## config.mk

```make
export PLATFORM = sky130hd
export DESIGN_NAME = cmd_tx
export DESIGN_NICKNAME = d
export VERILOG_FILES = /design/src/rtl/sd_cmd_pkg.sv /design/src/rtl/crc7.sv /design/src/rtl/cmd_tx.sv
export SDC_FILE = /design/constraint.sdc
export NUM_CORES = 1
export LEC_CHECK = 0
export ABC_AREA = 0
export BUFFER_PORTS_ARGS = -buffer_cell sky130_fd_sc_hd__buf_2
export CAP_MARGIN = 20
export CORE_MARGIN = 2
export CORE_UTILIZATION = 40
export CTS_CLUSTER_SIZE = 24
export DETAILED_ROUTE_END_ITERATION = 16
export PLACE_DENSITY = 0.71
export SYNTH_ARGS = -nofsm -noshare
export SYNTH_HDL_FRONTEND = slang
export SYNTH_SLANG_ARGS = --single-unit
```

## constraint.sdc

```tcl
create_clock -name iclk -period 2.3 [get_ports iclk]
set_input_delay 0.46 -clock iclk [delete_from_list [all_inputs] [get_ports iclk]]
set_output_delay 0.46 -clock iclk [all_outputs]
set_load 0.01 [all_outputs]
```

## src/rtl/sd_cmd_pkg.sv

```systemverilog
// Shared definitions for the SD command path (transmitter now, response receiver later).
package sd_cmd_pkg;

  localparam int MSG_LEN   = 40;
  localparam int CRC_LEN   = 7;
  localparam int FRAME_LEN = 48;

  localparam logic START_BIT = 1'b0;
  localparam logic TX_BIT    = 1'b1;
  localparam logic END_BIT   = 1'b1;

  typedef enum logic [2:0] {
    IDLE = 3'd0,
    MSG  = 3'd1,
    CRC  = 3'd2,
    STOP = 3'd3,
    GAP  = 3'd4
  } cmd_state_t;

endpackage

```

## src/rtl/crc7.sv

```systemverilog
// Serial CRC7 (x^7 + x^3 + 1). Absorbs idata each cycle; in unload mode shifts
// the remainder out MSB first on ocrc.
module crc7 (
  input  logic iclk,
  input  logic irst,
  input  logic idata,
  input  logic iunload,
  output logic ocrc
);

  logic [6:0] crc_reg;
  logic       fb;

  assign fb   = idata ^ crc_reg[6];
  assign ocrc = crc_reg[6];

  always_ff @(posedge iclk) begin
    if (irst) begin
      crc_reg <= 7'd0;
    end else if (iunload) begin
      crc_reg <= {crc_reg[5:0], 1'b0};
    end else begin
      crc_reg <= {crc_reg[5:3], crc_reg[2] ^ fb, crc_reg[1:0], fb};
    end
  end

endmodule

```

## src/rtl/cmd_tx.sv

```systemverilog
// SD CMD-line serializer: start, transmission bit, index, argument, CRC7, end bit,
// followed by an NCC-cycle idle gap before the next command can be accepted.
module cmd_tx
  import sd_cmd_pkg::*;
#(
  parameter int NCC = 8
) (
  input  logic        iclk,
  input  logic        irst,
  input  logic        istart,
  input  logic [5:0]  iindex,
  input  logic [31:0] iarg,
  output logic        ocmd,
  output logic        ocmd_oe,
  output logic        obusy,
  output logic        odone
);

  localparam logic [5:0] LAST_MSG_CNT = 6'(MSG_LEN - 2);
  localparam logic [5:0] LAST_CRC_CNT = 6'(MSG_LEN + CRC_LEN - 2);
  localparam logic [5:0] END_CNT      = 6'(FRAME_LEN - 1);
  localparam logic [7:0] NCC_LOAD     = 8'(NCC);

  cmd_state_t         state_reg;
  logic [MSG_LEN-1:0] shift_reg;
  logic [5:0]         bit_cnt_reg;
  logic [7:0]         gap_cnt_reg;
  logic               cmd_reg;
  logic               oe_reg;
  logic               busy_reg;
  logic               done_reg;

  logic accept;
  logic crc_rst;
  logic crc_unload;
  logic crc_bit;

  assign accept     = (state_reg == IDLE) && istart;
  assign crc_rst    = irst | accept;
  assign crc_unload = (state_reg == CRC);

  // The start bit is zero, so clearing the CRC on the accept edge is the same as absorbing it.
  crc7 u_crc7 (
    .iclk    (iclk),
    .irst    (crc_rst),
    .idata   (shift_reg[MSG_LEN-1]),
    .iunload (crc_unload),
    .ocrc    (crc_bit)
  );

  always_ff @(posedge iclk) begin
    if (irst) begin
      state_reg   <= IDLE;
      shift_reg   <= '0;
      bit_cnt_reg <= 6'd0;
      gap_cnt_reg <= 8'd0;
      cmd_reg     <= 1'b1;
      oe_reg      <= 1'b0;
      busy_reg    <= 1'b0;
      done_reg    <= 1'b0;
    end else begin
      done_reg <= 1'b0;
      case (state_reg)
        IDLE: begin
          if (istart) begin
            // Start bit goes straight to the line; the register holds bits 1..39 MSB-aligned.
            shift_reg   <= {TX_BIT, iindex, iarg, 1'b0};
            bit_cnt_reg <= 6'd0;
            cmd_reg     <= START_BIT;
            oe_reg      <= 1'b1;
            busy_reg    <= 1'b1;
            state_reg   <= MSG;
          end
        end
        MSG: begin
          cmd_reg     <= shift_reg[MSG_LEN-1];
          shift_reg   <= {shift_reg[MSG_LEN-2:0], 1'b0};
          bit_cnt_reg <= bit_cnt_reg + 6'd1;
          if (bit_cnt_reg == LAST_MSG_CNT) begin
            state_reg <= CRC;
          end
        end
        CRC: begin
          cmd_reg     <= crc_bit;
          bit_cnt_reg <= bit_cnt_reg + 6'd1;
          if (bit_cnt_reg == LAST_CRC_CNT) begin
            state_reg <= STOP;
          end
        end
        STOP: begin
          if (bit_cnt_reg == END_CNT) begin
            cmd_reg     <= 1'b1;
            oe_reg      <= 1'b0;
            done_reg    <= 1'b1;
            gap_cnt_reg <= NCC_LOAD;
            state_reg   <= GAP;
          end else begin
            cmd_reg     <= END_BIT;
            bit_cnt_reg <= bit_cnt_reg + 6'd1;
          end
        end
        GAP: begin
          gap_cnt_reg <= gap_cnt_reg - 8'd1;
          if (gap_cnt_reg == 8'd1) begin
            busy_reg  <= 1'b0;
            state_reg <= IDLE;
          end
        end
        default: begin
          state_reg <= IDLE;
        end
      endcase
    end
  end

  assign ocmd    = cmd_reg;
  assign ocmd_oe = oe_reg;
  assign obusy   = busy_reg;
  assign odone   = done_reg;

endmodule
```

==> out/metrics.yaml, run 1 <==
global_route:
  grt_max_degree: 34
  grt_pass1_wl_um: 10400
  grt_pass1_vias: 2308
  antenna_found_initial: 0
  grt_overflow: 0
  track_usage_pct: 17.1
power:
  peakVddDrop_mv: 0.479
  cellLeakagePower_uw: 0.00130
  finalPower_uw: 3690
  power-per-cell-area_nw_per_um2: 1120
sta:
  finClkSkew_ns: 0.0112
  period_needed_ns: 1.97
  tns_ns: 0
  worst_pin_slew_ns: 0.656
  slew_viol_final: 0
  maxSlewHeadroom_pct: 56.1
  hold_ws_ns: 0.377
  rsz0062_at_grt: "no"
  max_freq_mhz: 508
  post-route-period-util_pct: 85.5
  finalHoldViolCount: 0
  setup_viol: 0
finish:
  fin_util_pct: 48.4
  antenna_cells: 0
  multi_input_area_um2: 1370
  largest_reg_flops: 39
  seq_area_um2: 1340
  layout.nets: 415
  fillerInstances: 693
  drive_above_1_share_pct: 20.9
  syn2layout_area_growth_pct: 16.7
drt:
  avgRoutedWirePerCell_um: 12.9
  via_count: 2519
  drt-total-wl_um: 6040
  first_pass_iters: 4
  drcViolationCount: 0
  antenna_left: 0
  first_iter_violations: 137
  via_per_inst: 5.36
synthesis:
  synthDistinctLibCells: 46
  synth-xor-area-share_pct: 0.928
  synthesis.nets: 375
  synth_area_um2: 2830
  synthAdderAreaFrac_pct: 2.21
  synth_seq_cells: 67
  synth_top_area_share_pct: 47.3
  netlist_instances: 329
  synthSimpleGateAreaFrac_pct: 24.6
  async_flop_share_pct: 0
  ys_seq_area_share_pct: 47.3
  synth_edf_count: 0
  yosysTopAreaCell: "dfxtp_1"
  netlist_top_cells_area: "dfxtp_1 47%, o22ai_1 6.2%, nor3_1 5.3%"
  synthMuxAreaShare_pct: 0.353
  yosysMostFrequentCell: "dfxtp_1"
  synth_top_flop_cell: "dfxtp_1"
  post_synth.cell_area_avg_um2: 8.61
  synth_top_family_by_area: "simple AND/OR/NAND/NOR gates"
  yosysWarningCount: 0
  synth_common_cells: "67 x dfxtp_1, 38 x nor2_1, 30 x nor3_1"
  synth_compound_area_share_pct: 20.3
clocking:
  cts_tree: "built"
  cts_buffer_depth: 2
  ctsHoldBuffers: 0
  clockRootBuffer: "clkbuf_8"
  cts_resized: 0
  htreeDepth: 3
  clock-sinks: 67
  numCtsBuffers: 9
  clkTransAtPathRegs_ns: 0.08
  clk_latency_ns: 0.35
  cts_setup_buffers: 0
setup_path:
  cp_max_fo: 17
  critical_path_class: "flop to flop"
  crit_top_cell: "o32ai_1"
  critPathBufInv: 0
  critPathRequiredTime_ns: 2.53
  worstPathCellList: "or3b_1 -> o32ai_1 -> o32ai_1 -> o21bai_1"
  worst-path-stages: 4
  reg2regPathDepth: 4
  cpPeakStageDelay_ns: 0.69
  crit_family: "flip-flops"
  critical_path.startpoint_type: "flop"
  crit_arrival_ns: 2.20
  crit_path_end_kind: "flop"
  cp_slowest_cell: "dfxtp_1"
floorplanning:
  die_w_um: 88.2
  rows: 30
  core_area_um2: 6830
  fp.dieH_um: 88.2
  start_util_pct: 41.5
  io_pins: 45
  dieArea_um2: 7770
placed_design:
  gp_congestion: 0.796
  port_buffers: 44
  hpwl_um: 4010
hold_path:
  min_path_cells: 3
  hold_class: "input port to flop"
run_status:
  status: "finished clean"
run:
  cap_violations: 0
[cell families (layout without fill, tap and decap cells)]
group	count (synthesis)	in the layout
buffers and inverters	29	74
muxes	1	1
AOI/OAI and AO/OA	89	89
adders and majority gates	5	5
DFF	67	67
xor gates and xnor gates	3	3
and+or+nand+nor	135	135
[tightest hold or removal path: cells and delay by family]
family	cells	cell delay (ns)
buffers and inverters	1	0.08
and+or+nand+nor	1	0.09
AOI/OAI and AO/OA	1	0.06
[per-layer routing]
layer / global-route usage (%) / vias up / share of wire, %
met3: 5.18 / 11 / 3.8
met1: 22.1 / 1183 / 49
met5: 0 / - / 0
met2: 26.7 / 45 / 45
met4: 7.02 / 0 / 1.8
li1: - / 1280 / -
[layout by cell type (no fill, tap or decap), types with 3 or more instances in the layout]
cell type,n
o21ai_0,6
and3_1,5
ha_1,5
clkbuf_8,9
or3_1,4
nand3_1,8
nand2b_1,3
buf_2,44
a21oi_1,28
a311oi_1,3
o311ai_0,3
o22ai_1,28
a22oi_1,12
buf_4,7
dfxtp_1,67
inv_1,7
or2_2,6
nand2_1,23
nor2_1,38
or4_1,3
nor2b_1,3
nor3_1,30
[final timing paths]
kind	to	from	slack (ns)
worst min register to register	shift_reg[10]	shift_reg[10]	0.46
worst min-delay path	shift_reg[1]	iarg[0]	0.38
worst max-delay path	state_reg[1]	state_reg[0]	0.33
worst max register to register	state_reg[1]	state_reg[0]	0.33
[through the flow]
stage          area (um^2)  setup WS [ns]  instances
2_1_floorplan         2830          0.550        329
3_3_place_gp          3130          0.372        454
3_5_place_dp          3130          0.344        454
4_1_cts               3300          0.335        470
5_1_grt               3300          0.146        470
6_report              3300          0.332        470
[power by group]
part,total [uW],switching [uW],internal [uW]
logic,1170,686,485
registers,1650,190,1460
clock network,872,477,396
[cell type report]
| cell class | count | share of cell area [%] |
|---|---|---|
| clock buffers | 9 | 3.75 |
| clock inverters | 7 | 1.55 |
| inverters | 7 | 0.795 |
| multi-input cells | 233 | 41.4 |
| flip-flops and latches | 67 | 40.6 |
| well taps | 96 | 3.63 |
| repair buffers | 51 | 8.25 |
Power figures use the tool's default switching activity.
==> run 2: changes to the inputs <==
--- a/config.mk
+++ b/config.mk
@@ -12,7 +12,7 @@
 export CORE_UTILIZATION = 40
 export CTS_CLUSTER_SIZE = 24
 export DETAILED_ROUTE_END_ITERATION = 16
-export PLACE_DENSITY = 0.71
+export PLACE_DENSITY = 0.66
 export SYNTH_ARGS = -nofsm -noshare
 export SYNTH_HDL_FRONTEND = slang
 export SYNTH_SLANG_ARGS = --single-unit
==> run 2 against run 1 <==
First-iteration DRC count shrank 9.5%. Power up 0.90%. Register-to-register slack worse by 0.03 ns. Highest routed layer unchanged. Combinational power about the same. Critical path depth did not move. Worst setup slack worse by 0.028 ns. Largest cell class unchanged. Die area did not move.
==> out/metrics.yaml, run 2 (synthesis results as in run 1) <==
setup_path:
  r2r_end: "shift_reg[32]"  # was state_reg[1]
  cpPeakStageDelay_ns: 0.81  # was 0.69 ns
  critical_path.startpoint_type: "flop"  # unchanged
  cp_slowest_cell: "or4b_1"  # was dfxtp_1
  reg2regPathDepth: 4  # unchanged
  crit_path_end_kind: "flop"  # unchanged
  cp_max_fo: 28  # was 17
  critical_path_class: "flop to flop"  # unchanged
  worstPathCellList: "or4b_1 -> nand2_4 -> nor2_1 -> nor3_1"  # was or3b_1 -> o32ai_1 -> o32ai_1 -> o21bai_1
  critPathRequiredTime_ns: 2.56  # was 2.53 ns
  reg2reg_setup_slack_ns: 0.30  # was 0.33 ns
  r2r_start: "state_reg[0]"  # unchanged
  startpoint: "state_reg[0]"  # unchanged
  crit_arrival_ns: 2.26  # was 2.20 ns
global_route:
  grt_pass1_wl_um: 10100  # was 10400 um
  grt_max_degree: 49  # was 34
  grt_overflow: 0  # unchanged
  grt_pass1_vias: 2302  # was 2308
  antenna_found_initial: 0  # unchanged
  track_usage_pct: 16.6  # was 17.1%
clocking:
  cts_setup_buffers: 0  # unchanged
  ctsHoldBuffers: 0  # unchanged
  htreeDepth: 3  # unchanged
  cts_buffer_depth: 2  # unchanged
  clk_latency_ns: 0.34  # was 0.35 ns
  cts_tree: "built"  # unchanged
  numCtsBuffers: 9  # unchanged
  clockRootBuffer: "clkbuf_8"  # unchanged
  clock-sinks: 67  # unchanged
  clkTransAtPathRegs_ns: 0.07  # was 0.08 ns
  cts_resized: 0  # unchanged
finish:
  largest_reg_flops: 39  # unchanged
  layout_common_cells: "67 x dfxtp_1, 44 x buf_2, 38 x nor2_1"  # unchanged
  layout_commonest_cell: "dfxtp_1"  # unchanged
  antenna_cells: 0  # unchanged
  layout.nets: 416  # was 415
  fin_util_pct: 48.7  # was 48.4%
  drive_above_1_share_pct: 20.8  # was 20.9%
  fin_area_um2: 3330  # was 3300 um^2
  syn2layout_area_growth_pct: 17.5  # was 16.7%
sta:
  tns_ns: 0  # unchanged
  rsz0062_at_grt: "no"  # unchanged
  maxSlewHeadroom_pct: 52.8  # was 56.1%
  finalHoldViolCount: 0  # unchanged
  slew_viol_final: 0  # unchanged
  setup_ws_ns: 0.304  # was 0.332 ns
  finClkSkew_ns: 0.00859  # was 0.0112 ns
  setup_viol: 0  # unchanged
  period_needed_ns: 2.00  # was 1.97 ns
  post-route-period-util_pct: 86.8  # was 85.5%
  hold_ws_ns: 0.371  # was 0.377 ns
  worst_pin_slew_ns: 0.706  # was 0.656 ns
  max_freq_mhz: 501  # was 508 MHz
drt:
  drcViolationCount: 0  # unchanged
  wl_met3_um: 288  # was 232 um
  avgRoutedWirePerCell_um: 12.5  # was 12.9 um
  via_per_inst: 5.31  # was 5.36
  routed.top_layer: "met4"  # unchanged
  drt-total-wl_um: 5900  # was 6040 um
  first_iter_violations: 124  # was 137
  first_pass_iters: 5  # was 4
  via_count: 2503  # was 2519
  wl_met1_um: 2800  # was 2960 um
  wl_met2_um: 2730  # was 2740 um
  antenna_left: 0  # unchanged
placed_design:
  port_buffers: 44  # unchanged
  place_area_um2: 3150  # was 3130 um^2
  place_ws_ns: 0.284  # was 0.344 ns
  gp_congestion: 0.781  # was 0.796
  hpwl_um: 3960  # was 4010 um
floorplanning:
  die_w_um: 88.2  # unchanged
  dieArea_um2: 7770  # unchanged
  start_util_pct: 41.5  # unchanged
  rows: 30  # unchanged
  io_pins: 45  # unchanged
  fp.dieH_um: 88.2  # unchanged
  core_area_um2: 6830  # unchanged
run_status:
  status: "finished clean"  # unchanged
power:
  power_frac_seq_pct: 44.4  # was 44.6%
  peakVddDrop_mv: 0.467  # was 0.479 mV
  switchingPower_uw: 1330  # was 1350 uW
  switching_share_pct: 35.8  # was 36.7%
  combPwrFrac_pct: 32.1  # was 31.7%
  intPower_uw: 2390  # was 2340 uW
  power-per-cell-area_nw_per_um2: 1120  # about the same
  clkPwrFrac_pct: 23.4  # was 23.6%
  cellLeakagePower_uw: 0.00132  # was 0.00130 uW
hold_path:
  hold_class: "input port to flop"  # unchanged
  min_path_cells: 3  # unchanged
  holdCritStartpoint: "iarg[0]"  # unchanged
  hold_end: "shift_reg[1]"  # unchanged
run:
  cap_violations: 0  # unchanged
## run 2: worst max-delay path by stage
| stage | to | slack [ns] | cells past startpoint |
|---|---|---|---|
| final | shift_reg[32] | 0.30 | 4 |
| after global routing | shift_reg[31] | 0.10 | 4 |
| after CTS | shift_reg[18] | 0.30 | 4 |
| after detailed placement | shift_reg[18] | 0.28 | 5 |
| after global placement | shift_reg[39] | 0.33 | 5 |
| after floorplan | bit_cnt_reg[4] | 0.55 | 5 |
## run 2: per-layer routing
layer  GRT usage (%)  vias to the layer above
li1                -                     1288
met1            21.7                     1150
met2            25.9                       57
met3            5.94                        8
met4            5.23                        0
met5               0                        -
## run 2: critical path: cells and delay by family, from the launching register on
kind	cells	cell delay (ns)
simple gates	4	1.42
flops	1	0.49
## run 2: metrics by stage
stage	instances	total power, uW
finish	471	3720
global route	471	4000
CTS	471	3750
detailed placement	455	2870
global placement	455	2840
floorplan	329	2590
## run 2: power by group through the flow
| stage | clock network [uW] | logic (uW) | registers, uW |
|---|---|---|---|
| 5_1_grt | 949 | 1360 | 1690 |
| 2_1_floorplan | 0 | 966 | 1620 |
| 3_5_place_dp | 0 | 1190 | 1670 |
| 4_1_cts | 897 | 1200 | 1650 |
| 6_report | 873 | 1200 | 1650 |
| 3_3_place_gp | 0 | 1170 | 1670 |
## run 2: cell type report
cell class / count / area (um^2)
fill: 689 / 3500
multi-input combinational: 233 / 1370
sequential: 67 / 1340
timing repair buffer: 52 / 293
clock buffer: 11 / 141
tap: 96 / 120
clock inverter: 5 / 38.8
inverter: 7 / 26.3
